### config.mk
export PLATFORM = sky130hd
export DESIGN_NAME = pressure_monitor
export DESIGN_NICKNAME = d
export VERILOG_FILES = /design/src/rtl/pressure_monitor.sv
export SDC_FILE = /design/constraint.sdc
export NUM_CORES = 1
export LEC_CHECK = 0
export CAP_MARGIN = 40
export CELL_PAD_IN_SITES_DETAIL_PLACEMENT = 2
export CELL_PAD_IN_SITES_GLOBAL_PLACEMENT = 2
export CORE_MARGIN = 2
export CORE_UTILIZATION = 38
export DETAILED_ROUTE_END_ITERATION = 7
export DONT_BUFFER_PORTS = 1
export PLACE_DENSITY = 0.72
export SYNTH_ARGS = -nofsm -noshare
export SYNTH_HDL_FRONTEND = slang
export SYNTH_SLANG_ARGS = --single-unit
### constraint.sdc
create_clock -name clk -period 2.6 [get_ports clk]
set_clock_uncertainty 0.15 [all_clocks]
set_input_delay 0.65 -clock clk [delete_from_list [all_inputs] [get_ports clk]]
set_output_delay 0.65 -clock clk [all_outputs]
set_load 0.05 [all_outputs]
### src/rtl/pressure_monitor.sv
// ---------------------------------------------------------------------------
// pressure_monitor
//
// Clocked pressure window monitor. A pressure sample is taken on each cycle
// with pValid=1 and classified against the inclusive in-range window
// [LOW_TH, HIGH_TH]. A warning is raised only after PERSIST consecutive
// out-of-range samples and cleared only after PERSIST consecutive in-range
// samples (symmetric hysteresis). Cycles without pValid are transparent.
// Each entry into warning sets a sticky alarm and bumps a saturating event
// counter.
//
// Ports:
//   clk          in   clock, all state changes on the rising edge
//   rst          in   asynchronous active-high reset
//   pValid       in   pData carries a sample this cycle
//   pData        in   unsigned pressure sample, DATA_W bits
//   pAck         in   clears the sticky alarm (a new alarm set wins)
//   pWarning     out  qualified warning level
//   pLow         out  latest out-of-range sample was below LOW_TH
//   pHigh        out  latest out-of-range sample was above HIGH_TH
//   pAlarm       out  sticky alarm, set on each fresh entry to warning
//   pAlarmCount  out  saturating count of warning entries, CNT_W bits
//   pState       out  debug FSM state (0 NORMAL, 1 PEND_WARN, 2 WARNING,
//                     3 PEND_CLEAR)
// ---------------------------------------------------------------------------
module pressure_monitor #(
    parameter int DATA_W  = 5,
    parameter int LOW_TH  = 8,
    parameter int HIGH_TH = 22,
    parameter int PERSIST = 4,
    parameter int CNT_W   = 8
) (
    input  logic              clk,
    input  logic              rst,
    input  logic              pValid,
    input  logic [DATA_W-1:0] pData,
    input  logic              pAck,
    output logic              pWarning,
    output logic              pLow,
    output logic              pHigh,
    output logic              pAlarm,
    output logic [CNT_W-1:0]  pAlarmCount,
    output logic [1:0]        pState
);

    // Elaboration-time sanity check of the parameter set.
    if (!((LOW_TH >= 0) && (LOW_TH <= HIGH_TH) &&
          (longint'(HIGH_TH) < (longint'(1) << DATA_W)) && (PERSIST >= 1))) begin : g_bad_params
        $error("pressure_monitor: illegal parameters (need 0 <= LOW_TH <= HIGH_TH <= 2**DATA_W-1, PERSIST >= 1)");
    end

    localparam int RUN_W = $clog2(PERSIST + 1);

    // Run counter value that, once incremented, completes a persistence run.
    localparam logic [RUN_W-1:0]  RUN_LAST = RUN_W'(PERSIST - 1);
    localparam logic [DATA_W-1:0] LOW_V    = DATA_W'(LOW_TH);
    localparam logic [DATA_W-1:0] HIGH_V   = DATA_W'(HIGH_TH);

    typedef enum logic [1:0] {
        NORMAL     = 2'd0,
        PEND_WARN  = 2'd1,
        WARNING    = 2'd2,
        PEND_CLEAR = 2'd3
    } state_t;

    state_t             state_reg, state_next;
    logic [RUN_W-1:0]   cnt_reg, cnt_next;
    logic               warning_reg, warning_next;
    logic               low_reg, low_next;
    logic               high_reg, high_next;
    logic               alarm_reg, alarm_next;
    logic [CNT_W-1:0]   count_reg, count_next;

    logic               below;
    logic               above;
    logic               out_sample;
    logic               alarm_set;

    assign below      = (pData < LOW_V);
    assign above      = (pData > HIGH_V);
    assign out_sample = below | above;

    // -----------------------------------------------------------------------
    // State register
    // -----------------------------------------------------------------------
    always_ff @(posedge clk or posedge rst) begin
        if (rst) begin
            state_reg   <= NORMAL;
            cnt_reg     <= '0;
            warning_reg <= 1'b0;
            low_reg     <= 1'b0;
            high_reg    <= 1'b0;
            alarm_reg   <= 1'b0;
            count_reg   <= '0;
        end else begin
            state_reg   <= state_next;
            cnt_reg     <= cnt_next;
            warning_reg <= warning_next;
            low_reg     <= low_next;
            high_reg    <= high_next;
            alarm_reg   <= alarm_next;
            count_reg   <= count_next;
        end
    end

    // -----------------------------------------------------------------------
    // Next-state and output logic
    // -----------------------------------------------------------------------
    always_comb begin
        state_next = state_reg;
        cnt_next   = cnt_reg;
        low_next   = low_reg;
        high_next  = high_reg;
        alarm_set  = 1'b0;

        if (pValid) begin
            // Direction flags track the most recent out-of-range sample.
            if (out_sample) begin
                low_next  = below;
                high_next = above;
            end

            unique case (state_reg)
                NORMAL: begin
                    if (out_sample) begin
                        if (PERSIST == 1) begin
                            state_next = WARNING;
                            cnt_next   = '0;
                            alarm_set  = 1'b1;
                        end else begin
                            state_next = PEND_WARN;
                            cnt_next   = RUN_W'(1);
                        end
                    end
                end
                PEND_WARN: begin
                    if (out_sample) begin
                        if (cnt_reg == RUN_LAST) begin
                            state_next = WARNING;
                            cnt_next   = '0;
                            alarm_set  = 1'b1;
                        end else begin
                            cnt_next = cnt_reg + RUN_W'(1);
                        end
                    end else begin
                        state_next = NORMAL;
                        cnt_next   = '0;
                    end
                end
                WARNING: begin
                    if (!out_sample) begin
                        if (PERSIST == 1) begin
                            state_next = NORMAL;
                            cnt_next   = '0;
                        end else begin
                            state_next = PEND_CLEAR;
                            cnt_next   = RUN_W'(1);
                        end
                    end
                end
                PEND_CLEAR: begin
                    if (!out_sample) begin
                        if (cnt_reg == RUN_LAST) begin
                            state_next = NORMAL;
                            cnt_next   = '0;
                        end else begin
                            cnt_next = cnt_reg + RUN_W'(1);
                        end
                    end else begin
                        // Falling back into warning is not a fresh entry.
                        state_next = WARNING;
                        cnt_next   = '0;
                    end
                end
                default: begin
                    state_next = NORMAL;
                    cnt_next   = '0;
                end
            endcase

            // Returning to NORMAL forgets the last direction.
            if ((state_next == NORMAL) && (state_reg != NORMAL)) begin
                low_next  = 1'b0;
                high_next = 1'b0;
            end
        end

        warning_next = (state_next == WARNING) || (state_next == PEND_CLEAR);

        // A fresh set overrides an acknowledge on the same edge.
        alarm_next = alarm_set | (alarm_reg & ~pAck);

        count_next = count_reg;
        if (alarm_set && (count_reg != {CNT_W{1'b1}})) begin
            count_next = count_reg + CNT_W'(1);
        end
    end

    assign pWarning    = warning_reg;
    assign pLow        = low_reg;
    assign pHigh       = high_reg;
    assign pAlarm      = alarm_reg;
    assign pAlarmCount = count_reg;
    assign pState      = state_reg;

endmodule
==> run summary, run 1 <==
Max cap viols - 0
CTS Sinks - 17
Status - completed
CP Data Arrival Time - 2140 ps
Setup CP Type - flop to flop
Slew Viols, Final - 0
CTS tree - done
HPWL after detailed placement - 1634 um
I/O pins - 23
RSZ-0062 raised after global routing - no
Nets - 101
Post-Syn Area - 889.6 um^2
Shortest period the worst path allows - 2112 ps
Cell taking the most area after synthesis - dfrtp_1
Port Buffers - 0
CP Max Fanout - 9
Worst-case hold slack - 185.4 ps
Synth-to-layout area growth - 13.64%
Syn_area_per_cell - 11.55 um^2
Fillcell total - 245
Die area - 2744 um^2
Worst-path clk slew - 100 ps
Synth async-reset ratio - 1.000
Gr ovfl total - 0
Slew HR - 0.5486
Register area share after synthesis - 0.4782
Post-route core utilization - 0.4570
Synthesized Nets - 88
Startpoint Class - flop
Initial core utilization - 0.4021
Routability cong. - 0.6805
Wirelength per Cell - 17.11 um
Max frequency - 0.4736 GHz
First-pass GRT wire length - 3374 um
Synth area leaders - dfrtp_1 48%, xnor2_1 5.9%, mux2_2 5.1%
Most frequent cells after synthesis - 17 x dfrtp_1, 6 x xnor2_1, 5 x inv_1, 5 x nand3_1, 4 x mux2_2
First-iteration detailed-routing DRC count - 0
Worst slew pin tran - 677.2 ps
Initial antenna violation count - 0
Primary FF master, synth - dfrtp_1
Power density over the cells - 833.9 nW/um^2
Remaining DRCs - 0
Yosys reg bits - 17
Root Buffer - clkbuf_4
Via density - 5.513
Row count - 17
Final setup fails - 0
CTS Hold Buffers Added - 0
Crit. End Element - flop
Placement Setup Slack - 362.6 ps
Final wirelength - 2002 um
Most common cell in the netlist - dfrtp_1
Setup WS post-layout - 488.5 ps
Htree depth - 1
HP Class - primary input to asynchronous set/reset pin
CTS Buf Count - 3
Dpl cells - 113
Die extent in y - 52.39 um
Via count - 645
Largest net degree at the start of global routing - 18
Largest register FFs - 8
Core footprint - 2212 um^2
1st-pass router iterations - 1
Yosys warns - 0
Vias in the first global route - 727
Cells after Synth - 77
Setup bufs post-CTS - 0
ANT cells - 0
Total track usage - 0.1727
Peak supply drop - 578.3 uV
Layout cells sized above 1 - 0.2247
DIE WIDTH - 52.39 um
Top-area cell type share of the netlist area - 0.4782
Setup TNS - 0 ps
Fin crit share - 0.8121
Final Hold Fails - 0
Post-synth EDFFs - 0
Final Non-Filler Cells - 117
Cell variety after synth - 33
LEAKAGE - 0.4914 nW
Worst-Skew Late Latency - 280 ps
Data required, critical path - 2630 ps
Detail Route Antenna Nets - 0
CTS max path bufs - 2
PostCTS Resize Cnt - 0
-- where the power goes --
part	switching, mW	leakage (nW)	internal (mW)
registers	0.139	0.225	0.315
logic	0.155	0.251	0.0933
clock network	0.0809	0.0150	0.0595
-- metal layers --
layer	vias up	global-route usage	wire length [um]
li1	309	-	-
met1	325	0.1960	836
met2	9	0.3104	1093
met3	2	0.04000	57
met4	0	0.06410	14
met5	-	0	0
-- final cells by class --
type	instances	area, um^2	area share
clock buffers	4	26.28	0.02599
inverters	5	18.77	0.01856
multi-input cells	55	445.4	0.4406
flip-flops and latches	17	425.4	0.4208
well taps	28	35.03	0.03465
repair buffers	8	60.06	0.05941
-- kinds of logic after synthesis --
| family | synth area share |
|---|---|
| xor gates and xnor gates | 0.05907 |
| and+or+nand+nor | 0.1997 |
| DFF | 0.4782 |
| adders and majority gates | 0.02812 |
| AOI/OAI and AO/OA | 0.1463 |
| buffers and inverters | 0.02110 |
| muxes | 0.06750 |
-- cells in the final DEF (no fill, tap or decap), types with 2 or more instances in the layout --
master     instances
o21ai_0            3
dfrtp_1           17
buf_4              8
nand2_1            2
nand3_1            5
and3_1             3
o2bb2ai_1          2
xnor2_1            6
inv_1              5
nor2_1             2
mux2_2             4
ha_1               2
a21oi_1            3
clkbuf_4           3
nand4_1            3
-- through the flow --
stage               cell area, um^2  total power [mW]
global placement              984.7            0.7022
global route                   1011            0.8967
floorplan                     889.6            0.6397
finish                         1011            0.8431
detailed placement            984.7            0.7172
CTS                            1011            0.8588
-- worst paths after layout --
path                                 start  cells after the start             end  slack, ps
worst max-delay path            cnt_reg[0]                      5  pAlarmCount[6]        490
worst min-delay path                   rst                      1           pHigh        190
worst max register to register  cnt_reg[0]                      5  pAlarmCount[6]        490
worst min register to register  cnt_reg[1]                      1      cnt_reg[1]        360
max in group asynchronous              rst                      1      cnt_reg[1]       1700
min in group clk                    pValid                      1       pState[0]        300
-- worst max-delay path: stages, from the launching register on --
cell and delay, ps:
dfrtp_1 400, ha_1 240, nand4b_4 160, a2111oi_4 620, nand4_1 250, xnor2_1 180
Power figures use the tool's default switching activity.
==> run 2: changes to the inputs <==
--- a/config.mk
+++ b/config.mk
@@ -9,10 +9,10 @@
 export CELL_PAD_IN_SITES_DETAIL_PLACEMENT = 2
 export CELL_PAD_IN_SITES_GLOBAL_PLACEMENT = 2
 export CORE_MARGIN = 2
-export CORE_UTILIZATION = 38
+export CORE_UTILIZATION = 34
 export DETAILED_ROUTE_END_ITERATION = 7
 export DONT_BUFFER_PORTS = 1
-export PLACE_DENSITY = 0.72
+export PLACE_DENSITY = 0.68
 export SYNTH_ARGS = -nofsm -noshare
 export SYNTH_HDL_FRONTEND = slang
 export SYNTH_SLANG_ARGS = --single-unit
==> constraint.sdc (replaced) <==
create_clock -name clk -period 1.7 [get_ports clk]
set_clock_uncertainty 0.15 [all_clocks]
set_input_delay 0.425 -clock clk [delete_from_list [all_inputs] [get_ports clk]]
set_output_delay 0.425 -clock clk [all_outputs]
set_load 0.05 [all_outputs]
==> run 2 against run 1 <==
  * Critical endpoint is now pAlarmCount[1]
  * Core utilization is 2.5 points higher
  * Design area is 18% higher
  * Sequential share of layout area is 6.2 points lower
  * Wire length is 18% higher
  * The run now ends with negative setup slack left
  * Register-to-register slack worse by 500 ps
  * Die area is 11% higher
  * Global-route usage is 0.29 points higher
==> run summary, run 2 (same netlist as run 1, synthesis figures left out) <==
Initial antenna violation count - 0
Final wirelength - 2364 um
Worst slew pin tran - 473.2 ps
Slew HR - 0.6845
Synth-to-layout area growth - 34.32%
Final setup fails - 1
Root Buffer - clkbuf_4
HP Start - pValid
Worst-Skew Late Latency - 270 ps
Via count - 724
Nets - 120
Failing checks - negative setup slack
Placement Setup Slack - -156.0 ps
Top cell family by delay on the critical path - flip-flops
Post-route core utilization - 0.4823
Total track usage - 0.1756
Remaining DRCs - 0
CP Data Arrival Time - 1720 ps
Slowest CP cell - dfrtp_1
Initial core utilization - 0.3591
Slew Viols, Final - 0
Most frequent cells in the layout - 24 x buf_4, 14 x dfrtp_1, 5 x inv_1, 5 x xnor2_1
CTS max path bufs - 2
Worst R2R Start - cnt_reg[1]
Htree depth - 1
CTS Buf Count - 3
Status - finished with violations
Layout cells sized above 1 - 0.4074
CP peak stage delay - 410 ps
Shortest period the worst path allows - 1708 ps
Max cap viols - 0
First-iteration detailed-routing DRC count - 2
Final Hold Fails - 0
Setup WS post-layout - -7.975 ps
Peak supply drop - 933.2 uV
Setup CP Type - flop to flop
Detail Route Antenna Nets - 0
Crit. End Element - flop
Worst-path clk slew - 100 ps
Largest net degree at the start of global routing - 18
Port Buffers - 0
HP Class - primary input to flop
First-pass GRT wire length - 3677 um
CTS tree - done
Most common cell after layout, fill and taps aside - buf_4
1st-pass router iterations - 4
Vias in the first global route - 793
ANT cells - 0
Power density over the cells - 1201 nW/um^2
Data required, critical path - 1710 ps
Row count - 18
Gr ovfl total - 0
Startpoint Class - flop
HPWL after detailed placement - 1864 um
Die area - 3042 um^2
Die extent in y - 55.15 um
Crit. Startpoint - cnt_reg[1]
Via density - 5.246
LEAKAGE - 0.5902 nW
Wirelength per Cell - 17.13 um
CTS Sinks - 17
RSZ-0062 raised after global routing - yes
Largest register FFs - 8
Fin crit share - 1.005
I/O pins - 23
Bufs and invs on worst path - 1
Routability cong. - 0.6591
DIE WIDTH - 55.15 um
Core footprint - 2477 um^2
CP Max Fanout - 8
Sequence of cells on the critical path - ha_4 -> nand4b_4 -> a2111oi_4 -> buf_6 -> nand2_4 -> mux2_4
Max frequency - 0.5855 GHz
-- run 2: path summary, 6_finish.rpt --
path / end / slack (ps) / depth (start not counted)
worst min register to register: cnt_reg[1] / 440 / 1
worst max register to register: pAlarmCount[1] / -8 / 6
worst min-delay path: pState[0] / 110 / 1
min in group asynchronous: pAlarmCount[6] / 460 / 3
worst max-delay path: pAlarmCount[1] / -8 / 6
max in group asynchronous: pAlarmCount[0] / 720 / 3
-- run 2: routing by layer --
metal / track usage / vias to the layer above / share of wire
met5: 0 / - / 0
met4: 0.06098 / 0 / 0.0072
met3: 0.02688 / 2 / 0.041
met2: 0.3274 / 13 / 0.55
met1: 0.2017 / 363 / 0.41
li1: - / 346 / -
-- run 2: worst register-to-register path, stage by stage, from the launching register on --
cell and delay [ps]:
dfrtp_1 410, ha_4 170, nand4b_4 120, a2111oi_4 220, buf_6 180, nand2_4 60
mux2_4 290
-- run 2: per-stage QoR --
step / TNS, ps / area [um^2] / power [mW] / hold WS (ps) / instances
detailed placement: -782.4 / 1111 / 1.198 / 207.7 / 131
floorplan: -943.6 / 893.4 / 0.9837 / 200.9 / 77
finish: -7.975 / 1195 / 1.436 / 109.6 / 138
global route: -234.1 / 1195 / 1.530 / 105.3 / 138
CTS: -21.99 / 1179 / 1.453 / 84.29 / 138
global placement: -316.0 / 1111 / 1.163 / 189.2 / 131
-- run 2: timing repair --
action                     4_1_cts  5_1_grt
hold buffers                     1        0
setup endpoints to repair       10        6
hold endpoints to repair        17        0
pin swaps                        1        1
buffers inserted                 2        0
resized for setup                3        3
-- run 2: final cells by class --
type,count,area [um^2]
clock buffers,4,26.28
fillers,256,1282
inverters,5,18.77
multi-input cells,55,470.5
flip-flops and latches,17,429.2
well taps,30,37.54
repair buffers,27,212.7
-- run 2: report_power, final --
| group | total, mW | internal (mW) | leakage (nW) | switching (mW) |
|---|---|---|---|---|
| clock network | 0.208 | 0.0907 | 0.0150 | 0.117 |
| logic | 0.568 | 0.246 | 0.354 | 0.321 |
| registers | 0.660 | 0.487 | 0.221 | 0.173 |
==> run 3: changes to the inputs <==
--- a/config.mk
+++ b/config.mk
@@ -12,7 +12,10 @@
 export CORE_UTILIZATION = 34
 export DETAILED_ROUTE_END_ITERATION = 7
 export DONT_BUFFER_PORTS = 1
+export HOLD_SLACK_MARGIN = 0.08
 export PLACE_DENSITY = 0.68
+export REMOVE_ABC_BUFFERS = 1
+export SLEW_MARGIN = 10
 export SYNTH_ARGS = -nofsm -noshare
 export SYNTH_HDL_FRONTEND = slang
 export SYNTH_SLANG_ARGS = --single-unit
==> run 3 against run 2 <==
  * The flow still finishes with violations (negative setup slack)
  * Clock power up 3%
  * Via count up 2.9%
  * Flip-flop and latch count unchanged
  * Sequential power about the same
  * Maximum frequency down 0.69%
  * Sequential share of layout area down 0.83 points
  * Worst hold slack better by 49 ps
  * Final cell count down 0.72%
  * Design area up 1.5%
  * Non-clock buffer count down 1
  * Global-route usage up 0.35 points
  * Clock-buffer cell count unchanged
  * Critical path type unchanged
==> run summary, run 3 (same netlist as run 1, synthesis figures left out) <==
Root Buffer - clkbuf_4
CP peak stage delay - 430 ps
Slowest CP cell - dfrtp_1
Vias in the first global route - 825
Crit. End Element - flop
Max cap viols - 0
Htree depth - 1
Power density over the cells - 1174 nW/um^2
CP Data Arrival Time - 1740 ps
Shortest period the worst path allows - 1720 ps
Peak supply drop - 817.8 uV
Final wirelength - 2438 um
Final setup fails - 3
Synth-to-layout area growth - 36.29%
HP Class - primary input to flop
Failing checks - negative setup slack
Data required, critical path - 1720 ps
Fillcell total - 260
Top cell family by delay on the critical path - flip-flops
Bufs and invs on worst path - 1
Largest register FFs - 8
Total track usage - 0.1790
Die extent in y - 55.15 um
Slew HR - 0.5618
HPWL after detailed placement - 1773 um
Most common cell after layout, fill and taps aside - buf_4
CTS max path bufs - 2
RSZ-0062 raised after global routing - yes
DIE WIDTH - 55.15 um
Placement Cell Area - 1085 um^2
Reg area - 425.4 um^2
Sequence of cells on the critical path - ha_4 -> buf_4 -> nand2b_4 -> a21oi_2 -> o21ai_2 -> mux2_4
Via density - 5.438
CTS tree - done
Initial core utilization - 0.3591
Remaining DRCs - 0
Startpoint Class - flop
Status - finished with violations
Die area - 3042 um^2
CP Max Fanout - 3
1st-pass router iterations - 2
Worst-Skew Late Latency - 280 ps
Worst slew pin tran - 656.6 ps
Setup CP Type - flop to flop
Most frequent cells in the layout - 22 x buf_4, 17 x dfrtp_1, 6 x xnor2_1
Setup WS post-layout - -19.84 ps
Port Buffers - 0
First-pass GRT wire length - 3801 um
Detail Route Antenna Nets - 0
Post-route cell area - 1212 um^2
Nets - 119
CTS Buf Count - 3
Max frequency - 0.5814 GHz
Via count - 745
Row count - 18
LEAKAGE - 0.5766 nW
Setup TNS - -51.97 ps
ANT cells - 0
Largest net degree at the start of global routing - 18
Final Hold Fails - 0
Initial antenna violation count - 0
Wirelength per Cell - 17.80 um
Routability cong. - 0.7013
First-iteration detailed-routing DRC count - 6
Slew Viols, Final - 0
Worst-path clk slew - 100 ps
Area of the multi-input gates - 496.7 um^2
Layout cells sized above 1 - 0.3925
Fin crit share - 1.012
CTS Sinks - 17
I/O pins - 23
Core footprint - 2477 um^2
Gr ovfl total - 0
## run 3: changes by cell type in the layout (fill, tap and decap cells not counted), moves of 2 or more
cell and delta:
dfrtp_2 -3, a21oi_1 -2, dfrtp_1 +3, mux2_4 +2, buf_4 -2, mux2_2 -2
## run 3: stage by stage
step | std cells | worst slack [ps] | power, mW | hold WS (ps) | util
after global routing | 137 | -86.36 | 1.510 | 168.4 | 0.4894
after CTS | 134 | -13.54 | 1.428 | 91.80 | 0.4697
final | 137 | -19.84 | 1.423 | 158.6 | 0.4894
after global placement | 128 | -81.16 | 1.130 | 278.6 | 0.4379
after floorplan | 77 | -375.4 | 0.9784 | 201.1 | -
after detailed placement | 128 | -167.3 | 1.165 | 303.5 | 0.4379
## run 3: report_power, final
part           leakage [nW]  total, mW  switching [mW]  internal, mW
registers             0.225      0.659           0.176         0.483
clock network        0.0150      0.215           0.124        0.0909
logic                 0.336      0.550           0.329         0.221
total                 0.577       1.42           0.629         0.794
## run 3: timing repair
| item | in CTS | in global routing |
|---|---|---|
| pin swaps | 4 | 4 |
| resized for setup | 7 | 5 |
| setup endpoints to repair | 10 | 9 |
| endpoints found under the hold margin | 17 | 1 |
| setup buffers | 1 | 2 |
| hold buffers | 1 | 1 |
## run 3: area by class of cell
type / instances / share of cell area
Timing Repair Buffer: 26 / 0.1713
Multi-Input combinational cell: 55 / 0.4097
Tap cell: 30 / 0.03096
Clock buffer: 4 / 0.02167
Sequential cell: 17 / 0.3509
Inverter: 5 / 0.01548
## run 3: worst reg2reg max path: cells and delay by family (launching register included)
kind / cells / cell delay, ps
mux: 1 / 330
compound gates: 2 / 290
buf+inv: 1 / 140
simple gates: 1 / 70
fa+ha+maj: 1 / 190
flops: 1 / 430
## run 3: worst paths after layout
path | from | slack [ps] | endpoint | cells after the start
max | cnt_reg[0] | -20 | pLow | 6
min | pValid | 160 | pState[0] | 2
max reg2reg | cnt_reg[0] | -20 | pLow | 6
min reg2reg | cnt_reg[1] | 420 | cnt_reg[1] | 1
max in group asynchronous | rst | 460 | pAlarmCount[7] | 2
min in group asynchronous | rst | 520 | pAlarmCount[4] | 2
## run 3: routing by layer
layer  vias up  track usage  routed length [um]
li1        345            -                   -
met1       383       0.1916                 937
met2        15       0.3611                1378
met3         2      0.02151                 106
met4         0      0.04878                  15
met5         -            0                   0
